File: config.mk
export PLATFORM = sky130hd
export DESIGN_NAME = uart_mmio_responder
export DESIGN_NICKNAME = d
export VERILOG_FILES = /design/src/rtl/uart_mmio_responder_pkg.sv /design/src/rtl/uart_mmio_responder_baud_counter.sv /design/src/rtl/uart_mmio_responder.sv
export SDC_FILE = /design/constraint.sdc
export NUM_CORES = 1
export LEC_CHECK = 0
export ABC_AREA = 1
export BUFFER_PORTS_ARGS = -buffer_cell sky130_fd_sc_hd__buf_4
export CAP_MARGIN = 25
export CORE_UTILIZATION = 44
export DETAILED_ROUTE_END_ITERATION = 16
export PLACE_DENSITY = 0.67
export SKIP_LAST_GASP = 1
export SYNTH_ARGS = -nofsm -noshare
export SYNTH_HDL_FRONTEND = slang
export SYNTH_SLANG_ARGS = --single-unit
export TNS_END_PERCENT = 1
File: constraint.sdc
create_clock -name clk -period 6.8 [get_ports clk]
set_input_delay 1.36 -clock clk [delete_from_list [all_inputs] [get_ports clk]]
set_output_delay 1.36 -clock clk [all_outputs]
set_load 0.005 [all_outputs]
File: src/rtl/uart_mmio_responder_pkg.sv
// Shared definitions for the memory-mapped UART responder:
// register offsets, CON bit positions, FSM encodings and the baud divisor helper.
package uart_mmio_responder_pkg;

    localparam logic [31:0] OFF_TXD = 32'h0000_0000;
    localparam logic [31:0] OFF_RXD = 32'h0000_0004;
    localparam logic [31:0] OFF_CON = 32'h0000_0008;

    localparam int unsigned CON_TX_IE      = 0;
    localparam int unsigned CON_RX_IE      = 1;
    localparam int unsigned CON_TX_DONE    = 2;
    localparam int unsigned CON_RX_VALID   = 3;
    localparam int unsigned CON_TX_BUSY    = 4;
    localparam int unsigned CON_RX_OVERRUN = 5;

    typedef enum logic [1:0] {
        TX_IDLE  = 2'd0,
        TX_START = 2'd1,
        TX_DATA  = 2'd2,
        TX_STOP  = 2'd3
    } tx_state_t;

    typedef enum logic [1:0] {
        RX_IDLE  = 2'd0,
        RX_START = 2'd1,
        RX_DATA  = 2'd2,
        RX_STOP  = 2'd3
    } rx_state_t;

    function automatic int unsigned clks_per_bit(input int unsigned clk_freq,
                                                 input int unsigned baud);
        return clk_freq / baud;
    endfunction

endpackage

File: src/rtl/uart_mmio_responder_baud_counter.sv
// Loadable bit-period down-counter; full_tc marks the last cycle of a bit,
// half_tc marks the last cycle of the first half-bit after a load.
module uart_baud_counter
    import uart_mmio_responder_pkg::*;
#(
    parameter int unsigned CPB = 16
) (
    input  logic clk,
    input  logic reset,
    input  logic load,
    output logic half_tc,
    output logic full_tc
);

    localparam int unsigned W = (CPB > 2) ? $clog2(CPB) : 1;
    localparam logic [W-1:0] RELOAD = W'(CPB - 1);
    localparam logic [W-1:0] HALF   = W'(CPB - (CPB / 2));
    localparam logic [W-1:0] ZERO   = W'(0);
    localparam logic [W-1:0] ONE    = W'(1);

    logic [W-1:0] cnt_r;

    // Reload on demand, otherwise count down and rest at zero.
    always_ff @(posedge clk or posedge reset) begin
        if (reset) begin
            cnt_r <= ZERO;
        end else if (load) begin
            cnt_r <= RELOAD;
        end else if (cnt_r != ZERO) begin
            cnt_r <= cnt_r - ONE;
        end else begin
            cnt_r <= cnt_r;
        end
    end

    assign half_tc = (cnt_r == HALF);
    assign full_tc = (cnt_r == ZERO);

endmodule

File: src/rtl/uart_mmio_responder.sv
// UART responder on the MEM-stage load/store port: TXD/RXD/CON registers,
// 8N1 serialiser/deserialiser and a registered interrupt request.
module uart_mmio_responder
    import uart_mmio_responder_pkg::*;
#(
    parameter int unsigned CLK_FREQ  = 50000000,
    parameter int unsigned BAUD      = 9600,
    parameter logic [31:0] BASE_ADDR = 32'h4000_0018
) (
    input  logic        clk,
    input  logic        reset,
    input  logic        mem_rd,
    input  logic        mem_wr,
    input  logic [31:0] addr,
    input  logic [31:0] wdata,
    output logic [31:0] rdata,
    input  logic        uart_rx,
    output logic        uart_tx,
    output logic        irq
);

    localparam int unsigned CPB      = clks_per_bit(CLK_FREQ, BAUD);
    localparam logic [31:0] TXD_ADDR = BASE_ADDR + OFF_TXD;
    localparam logic [31:0] RXD_ADDR = BASE_ADDR + OFF_RXD;
    localparam logic [31:0] CON_ADDR = BASE_ADDR + OFF_CON;

    logic sel_txd_s, sel_rxd_s, sel_con_s;
    logic txd_wr_s, con_wr_s, rxd_rd_s, con_rd_s;
    logic unused_s;

    tx_state_t  tx_state_r, tx_state_s;
    logic [7:0] tx_shift_r, txd_hold_r;
    logic [2:0] tx_bit_r;
    logic       tx_line_r;
    logic       tx_busy_s, tx_go_s, tx_tick_s, tx_done_set_s, tx_load_s;
    logic       tx_full_s, tx_half_unused_s;

    rx_state_t  rx_state_r, rx_state_s;
    logic       rx_meta_r, rx_sync_r, rx_prev_r, rx_fall_s;
    logic [7:0] rx_shift_r, rx_data_r;
    logic [2:0] rx_bit_r;
    logic       rx_load_s, rx_sample_s, rx_store_s;
    logic       rx_half_s, rx_full_s;

    logic        tx_ie_r, rx_ie_r, tx_done_r, rx_valid_r, rx_overrun_r, irq_r;
    logic [31:0] con_s;

    // Word-address decode; the byte offset bits are don't-care.
    assign sel_txd_s = (addr[31:2] == TXD_ADDR[31:2]);
    assign sel_rxd_s = (addr[31:2] == RXD_ADDR[31:2]);
    assign sel_con_s = (addr[31:2] == CON_ADDR[31:2]);
    assign txd_wr_s  = mem_wr & sel_txd_s;
    assign con_wr_s  = mem_wr & sel_con_s;
    assign rxd_rd_s  = mem_rd & sel_rxd_s;
    assign con_rd_s  = mem_rd & sel_con_s;
    assign unused_s  = ^{addr[1:0], wdata[31:8]};

    uart_baud_counter #(.CPB(CPB)) u_tx_baud (
        .clk     (clk),
        .reset   (reset),
        .load    (tx_load_s),
        .half_tc (tx_half_unused_s),
        .full_tc (tx_full_s)
    );

    uart_baud_counter #(.CPB(CPB)) u_rx_baud (
        .clk     (clk),
        .reset   (reset),
        .load    (rx_load_s),
        .half_tc (rx_half_s),
        .full_tc (rx_full_s)
    );

    // TX state register.
    always_ff @(posedge clk or posedge reset) begin
        if (reset) begin
            tx_state_r <= TX_IDLE;
        end else begin
            tx_state_r <= tx_state_s;
        end
    end

    // TX next-state logic.
    always_comb begin
        tx_state_s = tx_state_r;
        case (tx_state_r)
            TX_IDLE:  if (txd_wr_s) tx_state_s = TX_START; else tx_state_s = TX_IDLE;
            TX_START: if (tx_full_s) tx_state_s = TX_DATA; else tx_state_s = TX_START;
            TX_DATA:  if (tx_full_s && (tx_bit_r == 3'd7)) tx_state_s = TX_STOP;
                      else tx_state_s = TX_DATA;
            TX_STOP:  if (tx_full_s) tx_state_s = TX_IDLE; else tx_state_s = TX_STOP;
            default:  tx_state_s = TX_IDLE;
        endcase
    end

    // TX output decode: start, bit-boundary tick and completion strobes.
    always_comb begin
        tx_busy_s     = 1'b0;
        tx_go_s       = 1'b0;
        tx_tick_s     = 1'b0;
        tx_done_set_s = 1'b0;
        case (tx_state_r)
            TX_IDLE:  tx_go_s = txd_wr_s;
            TX_START, TX_DATA: begin
                tx_busy_s = 1'b1;
                tx_tick_s = tx_full_s;
            end
            TX_STOP: begin
                tx_busy_s     = 1'b1;
                tx_tick_s     = tx_full_s;
                tx_done_set_s = tx_full_s;
            end
            default: tx_busy_s = 1'b0;
        endcase
    end

    assign tx_load_s = tx_go_s | tx_tick_s;

    // TX shifter and line register; the line is presented one bit ahead of the shift.
    always_ff @(posedge clk or posedge reset) begin
        if (reset) begin
            tx_shift_r <= 8'd0;
            tx_bit_r   <= 3'd0;
            tx_line_r  <= 1'b1;
        end else if (tx_go_s) begin
            tx_shift_r <= wdata[7:0];
            tx_bit_r   <= 3'd0;
            tx_line_r  <= 1'b0;
        end else if (tx_tick_s) begin
            case (tx_state_r)
                TX_START: tx_line_r <= tx_shift_r[0];
                TX_DATA: begin
                    if (tx_bit_r == 3'd7) begin
                        tx_line_r <= 1'b1;
                    end else begin
                        tx_line_r  <= tx_shift_r[1];
                        tx_shift_r <= {1'b0, tx_shift_r[7:1]};
                        tx_bit_r   <= tx_bit_r + 3'd1;
                    end
                end
                TX_STOP: tx_line_r <= 1'b1;
                default: tx_line_r <= 1'b1;
            endcase
        end else begin
            tx_line_r <= tx_line_r;
        end
    end

    // Two-flop synchroniser plus one delayed copy for falling-edge detection.
    always_ff @(posedge clk or posedge reset) begin
        if (reset) begin
            rx_meta_r <= 1'b1;
            rx_sync_r <= 1'b1;
            rx_prev_r <= 1'b1;
        end else begin
            rx_meta_r <= uart_rx;
            rx_sync_r <= rx_meta_r;
            rx_prev_r <= rx_sync_r;
        end
    end

    assign rx_fall_s = rx_prev_r & ~rx_sync_r;

    // RX state register.
    always_ff @(posedge clk or posedge reset) begin
        if (reset) begin
            rx_state_r <= RX_IDLE;
        end else begin
            rx_state_r <= rx_state_s;
        end
    end

    // RX next-state logic; a start bit that is high at mid-bit is a glitch.
    always_comb begin
        rx_state_s = rx_state_r;
        case (rx_state_r)
            RX_IDLE:  if (rx_fall_s) rx_state_s = RX_START; else rx_state_s = RX_IDLE;
            RX_START: if (!rx_half_s) rx_state_s = RX_START;
                      else if (rx_sync_r) rx_state_s = RX_IDLE;
                      else rx_state_s = RX_DATA;
            RX_DATA:  if (rx_full_s && (rx_bit_r == 3'd7)) rx_state_s = RX_STOP;
                      else rx_state_s = RX_DATA;
            RX_STOP:  if (rx_full_s) rx_state_s = RX_IDLE; else rx_state_s = RX_STOP;
            default:  rx_state_s = RX_IDLE;
        endcase
    end

    // RX output decode: counter reloads, mid-bit samples and good-stop store.
    always_comb begin
        rx_load_s   = 1'b0;
        rx_sample_s = 1'b0;
        rx_store_s  = 1'b0;
        case (rx_state_r)
            RX_IDLE:  rx_load_s = rx_fall_s;
            RX_START: rx_load_s = rx_half_s & ~rx_sync_r;
            RX_DATA: begin
                rx_load_s   = rx_full_s;
                rx_sample_s = rx_full_s;
            end
            RX_STOP:  rx_store_s = rx_full_s & rx_sync_r;
            default:  rx_load_s = 1'b0;
        endcase
    end

    // RX deserialiser, LSB arrives first so bits enter at the top.
    always_ff @(posedge clk or posedge reset) begin
        if (reset) begin
            rx_shift_r <= 8'd0;
            rx_bit_r   <= 3'd0;
        end else if (rx_sample_s) begin
            rx_shift_r <= {rx_sync_r, rx_shift_r[7:1]};
            rx_bit_r   <= rx_bit_r + 3'd1;
        end else if (rx_state_r == RX_IDLE) begin
            rx_bit_r   <= 3'd0;
        end else begin
            rx_bit_r   <= rx_bit_r;
        end
    end

    // Software-visible holding registers and enables.
    always_ff @(posedge clk or posedge reset) begin
        if (reset) begin
            txd_hold_r <= 8'd0;
            rx_data_r  <= 8'd0;
            tx_ie_r    <= 1'b0;
            rx_ie_r    <= 1'b0;
        end else begin
            if (txd_wr_s) txd_hold_r <= wdata[7:0];
            if (rx_store_s) rx_data_r <= rx_shift_r;
            if (con_wr_s) begin
                tx_ie_r <= wdata[0];
                rx_ie_r <= wdata[1];
            end
        end
    end

    // Status flags: a set in the same cycle as a read-clear wins.
    always_ff @(posedge clk or posedge reset) begin
        if (reset) begin
            tx_done_r    <= 1'b0;
            rx_valid_r   <= 1'b0;
            rx_overrun_r <= 1'b0;
        end else begin
            if (tx_done_set_s) tx_done_r <= 1'b1;
            else if (con_rd_s) tx_done_r <= 1'b0;
            if (rx_store_s) rx_valid_r <= 1'b1;
            else if (rxd_rd_s) rx_valid_r <= 1'b0;
            if (rx_store_s && rx_valid_r) rx_overrun_r <= 1'b1;
            else if (con_rd_s) rx_overrun_r <= 1'b0;
        end
    end

    // Interrupt request, one cycle behind the flags.
    always_ff @(posedge clk or posedge reset) begin
        if (reset) begin
            irq_r <= 1'b0;
        end else begin
            irq_r <= (tx_ie_r & tx_done_r) | (rx_ie_r & rx_valid_r);
        end
    end

    // CON register image.
    always_comb begin
        con_s                 = 32'd0;
        con_s[CON_TX_IE]      = tx_ie_r;
        con_s[CON_RX_IE]      = rx_ie_r;
        con_s[CON_TX_DONE]    = tx_done_r;
        con_s[CON_RX_VALID]   = rx_valid_r;
        con_s[CON_TX_BUSY]    = tx_busy_s;
        con_s[CON_RX_OVERRUN] = rx_overrun_r;
    end

    // Zero-latency load mux; the CPU captures this in the same cycle.
    always_comb begin
        rdata = 32'd0;
        if (mem_rd) begin
            if (sel_txd_s) rdata = {24'd0, txd_hold_r};
            else if (sel_rxd_s) rdata = {24'd0, rx_data_r};
            else if (sel_con_s) rdata = con_s;
            else rdata = 32'd0;
        end else begin
            rdata = 32'd0;
        end
    end

    assign uart_tx = tx_line_r;
    assign irq     = irq_r;

endmodule
==> impl_results.md <==
* Status: complete, no violations
* Die X at ~100 um
* Postcts setup bufs at 0
* Setup violators final at 0
* Clock latency on the worst-skew pair at 0.35 ns
* Layout Cells excl Fill at 768
* PwrDens at 211 nW/um2
* Design area at 5140 um2
* Hold_sp: rx_meta_r
* Drt pass-1 iters at 6
* Peak supply drop at between 0.15 and 0.2 mV
* Pre-CTS setup slack at 2.33 ns
* Rows at 36
* Area after DPL at 4910 um2
* Final Hold Viols at 0
* TNS Setup at 0 ns
* Post-DP HPWL at 6920 um
* Core ar. at 9860 um2
* Synthesized netlist cell count at 575
* Post-CTS sizing at 0
* Internal reg-to-reg setup slack at 4.60 ns
* Diodes inserted at 0
* Initial Util at 45.7%
* Largest net degree at the start of global routing at 79
* Ports at 103
* Vias in the first global route at 3,642
* Crit path time final at between 4 and 5 ns
* Mapped cell area at 4510 um2
* Kind of critical path: in2out
* Max_slew headroom at around three fifths
* Crit path required time at about 5.4 ns
* PortBufs at 52
* Synth unique cells at 36
* Ys flop type: dfrtp_1
* GPL Wtd Cong at 0.833
* Antenna violations before repair at 0
* FF-to-FF End: u_rx_baud.cnt_r[11]
* CP endpoint kind: output port
* Slew @ Worst Pin at ~0.60 ns
* DR DRC count at 0
* Share of cells above drive strength 1 at ~17%
* Sink Count at 78
* Final Cycle Share at 65.8%
* Max-capacitance violation count at 0
* Detailed Route WL at 9260 um
* Cell count after placement at about 750
* Clock Path Buffers at 2
* Hold Path Sink: rx_sync_r
* Drt wl/cell at ~12 um
* Root buf cell: clkbuf_8
* Post-synth EDFFs at 0
* CTS HTree Levels at 3
* Final slew viol count at 0
* Total power at 1.08 mW
* Unrepaired setup endpoints after global routing: false
* GRT Total Usage at 19.0%
* CP max FO at 14
* Final worst slack at about 2.3 ns
* Final Skew at 0.0107 ns
* TritonCTS clock tree: yes
* Reg clk slew, reported paths at 0.09 ns
* Mean Syn Cell Area at 7.84 um2
* CP arrival at slightly above 3 ns
* Die ar. at 10,700 um2
* R2R cell count at 9
* CTS hold repair buffers at 0
* ANT nets after route at 0
* F_max at 224 MHz
* Syn. warnings at 0
* Cell depth of the worst hold path at 0
* GRT overflow at 0
* Sequential fraction of the synthesis area at 43.4%
* Final Net Count at between 700 and 800
* First-pass GRT wire length at ~16,000 um
* Via density at 4.96
* CTS Buf Count at 9
* Pleak at 2.49 nW
* Critical R2R Launch: u_rx_baud.cnt_r[0]
* Hold WC Path Type: reg2reg
* Fill cell count at 940
* Vias at 3,810
* Worst Setup Start Kind: primary input
* Chip height at between 100 and 150 um
* FFs w/ async S/R, synth at 100%
* Layout overhead on the synthesized area at 14.0%
* Post-synthesis register bit count at 78
* DR iter-0 viols at 140
critical path, stage by stage:
cell	delay (ns)
buf_4	0.11
nor2_1	0.15
nand2_1	0.07
nor2_1	0.16
nand2_1	0.08
nor2_2	0.42
nand2_1	0.28
o21ai_0	0.23
a21oi_1	0.09
buf_4	0.15
worst max path at each step:
stage | from | endpoint | slack (ns) | depth (start not counted)
finish | addr[25] | rdata[5] | 2.33 | 10
global placement | addr[25] | rdata[2] | 2.38 | 10
CTS | addr[25] | rdata[2] | 2.32 | 10
floorplan | addr[9] | rdata[6] | 3.13 | 7
global route | addr[29] | rdata[5] | 2.06 | 10
detailed placement | addr[25] | rdata[2] | 2.33 | 10
cells by family (layout without fill, tap and decap cells):
family / after synthesis / in the layout / synth area share (%)
buffers and inverters: 103 / 140 / 11.4
DFF: 78 / 78 / 43.4
and+or+nand+nor: 297 / 297 / 30.3
AOI/OAI and AO/OA: 68 / 68 / 8.41
adders and majority gates: 11 / 11 / 3.05
muxes: 1 / 1 / 0.222
xor gates and xnor gates: 16 / 16 / 3.11
other: 1 / 24 / 0.0832
Yosys cell counts, types with 11 or more instances:
master   count  area, um2
o21ai_1     13       65.1
dfrtp_1     74       1850
a21oi_1     16       80.1
o21ai_0     26        130
nand3_1     48        240
ha_1        11        138
nand4_1     12       75.1
inv_1       65        244
nor2_1      82        308
xor2_1      15        131
nand2_1    117        439
buf_4       25        188
cells in the final DEF (no fill, tap or decap), types with 2 or more instances in the layout:
master / count
nor3_1: 9
o21ai_1: 13
inv_2: 6
ha_1: 11
nand2_4: 2
o21ai_0: 26
nand3_1: 48
nand2_2: 5
inv_6: 2
dfstp_2: 4
nor2_1: 82
nor2_4: 3
conb_1: 24
o211ai_1: 8
nand3_2: 2
nand2_1: 117
nand3b_1: 5
a21oi_1: 16
nor2_2: 7
nand4_1: 12
xor2_1: 15
o21ai_2: 2
clkbuf_8: 9
a22o_1: 2
inv_1: 64
buf_4: 53
nand3_4: 2
dfrtp_1: 74
metrics by stage:
| step | util, % | hold WS, ns |
|---|---|---|
| final | 52.1 | 0.361 |
| after global routing | 52.1 | 0.367 |
| after global placement | 49.7 | 0.351 |
| after detailed placement | 49.7 | 0.348 |
| after CTS | 51.8 | 0.365 |
| after floorplan | - | 0.345 |
layer usage:
metal / part of all wire (%) / global-route usage (%) / vias up / wire length [um]
li1: - / - / 1916 / -
met4: 2.4 / 8.45 / 0 / 219
met3: 4.3 / 3.83 / 20 / 396
met5: 0 / 0 / - / 0
met2: 47 / 31.1 / 89 / 4380
met1: 46 / 24.4 / 1785 / 4260
where the power goes:
| part | leakage [nW] | internal (mW) | switching [mW] |
|---|---|---|---|
| Clock | 0.102 | 0.175 | 0.184 |
| Sequential | 0.952 | 0.500 | 0.0342 |
| Combinational | 1.44 | 0.0716 | 0.118 |
sequential cells by signal (all words and copies together) (netlist names):
signal           flops
u_rx_baud.cnt_r     13
u_tx_baud.cnt_r     13
rx_data_r            8
rx_shift_r           8
tx_shift_r           8
txd_hold_r           8
rx_bit_r             3
tx_bit_r             3
rx_state_r           2
tx_state_r           2
irq                  1
rx_ie_r              1
rx_meta_r            1
rx_overrun_r         1
rx_prev_r            1
rx_sync_r            1
rx_valid_r           1
tx_done_r            1
tx_ie_r              1
uart_tx              1
cell type report:
cell class,instances,area [um2],share of cell area [%]
Clock buffer,9,124,2.41
Clock inverter,7,80.1,1.56
Inverter,70,263,5.11
Multi-Input combinational cell,417,2120,41.3
Sequential cell,78,1960,38.1
Tap cell,133,166,3.24
Timing Repair Buffer,54,425,8.28
No activity file was read; power rests on OpenSTA's default activity.
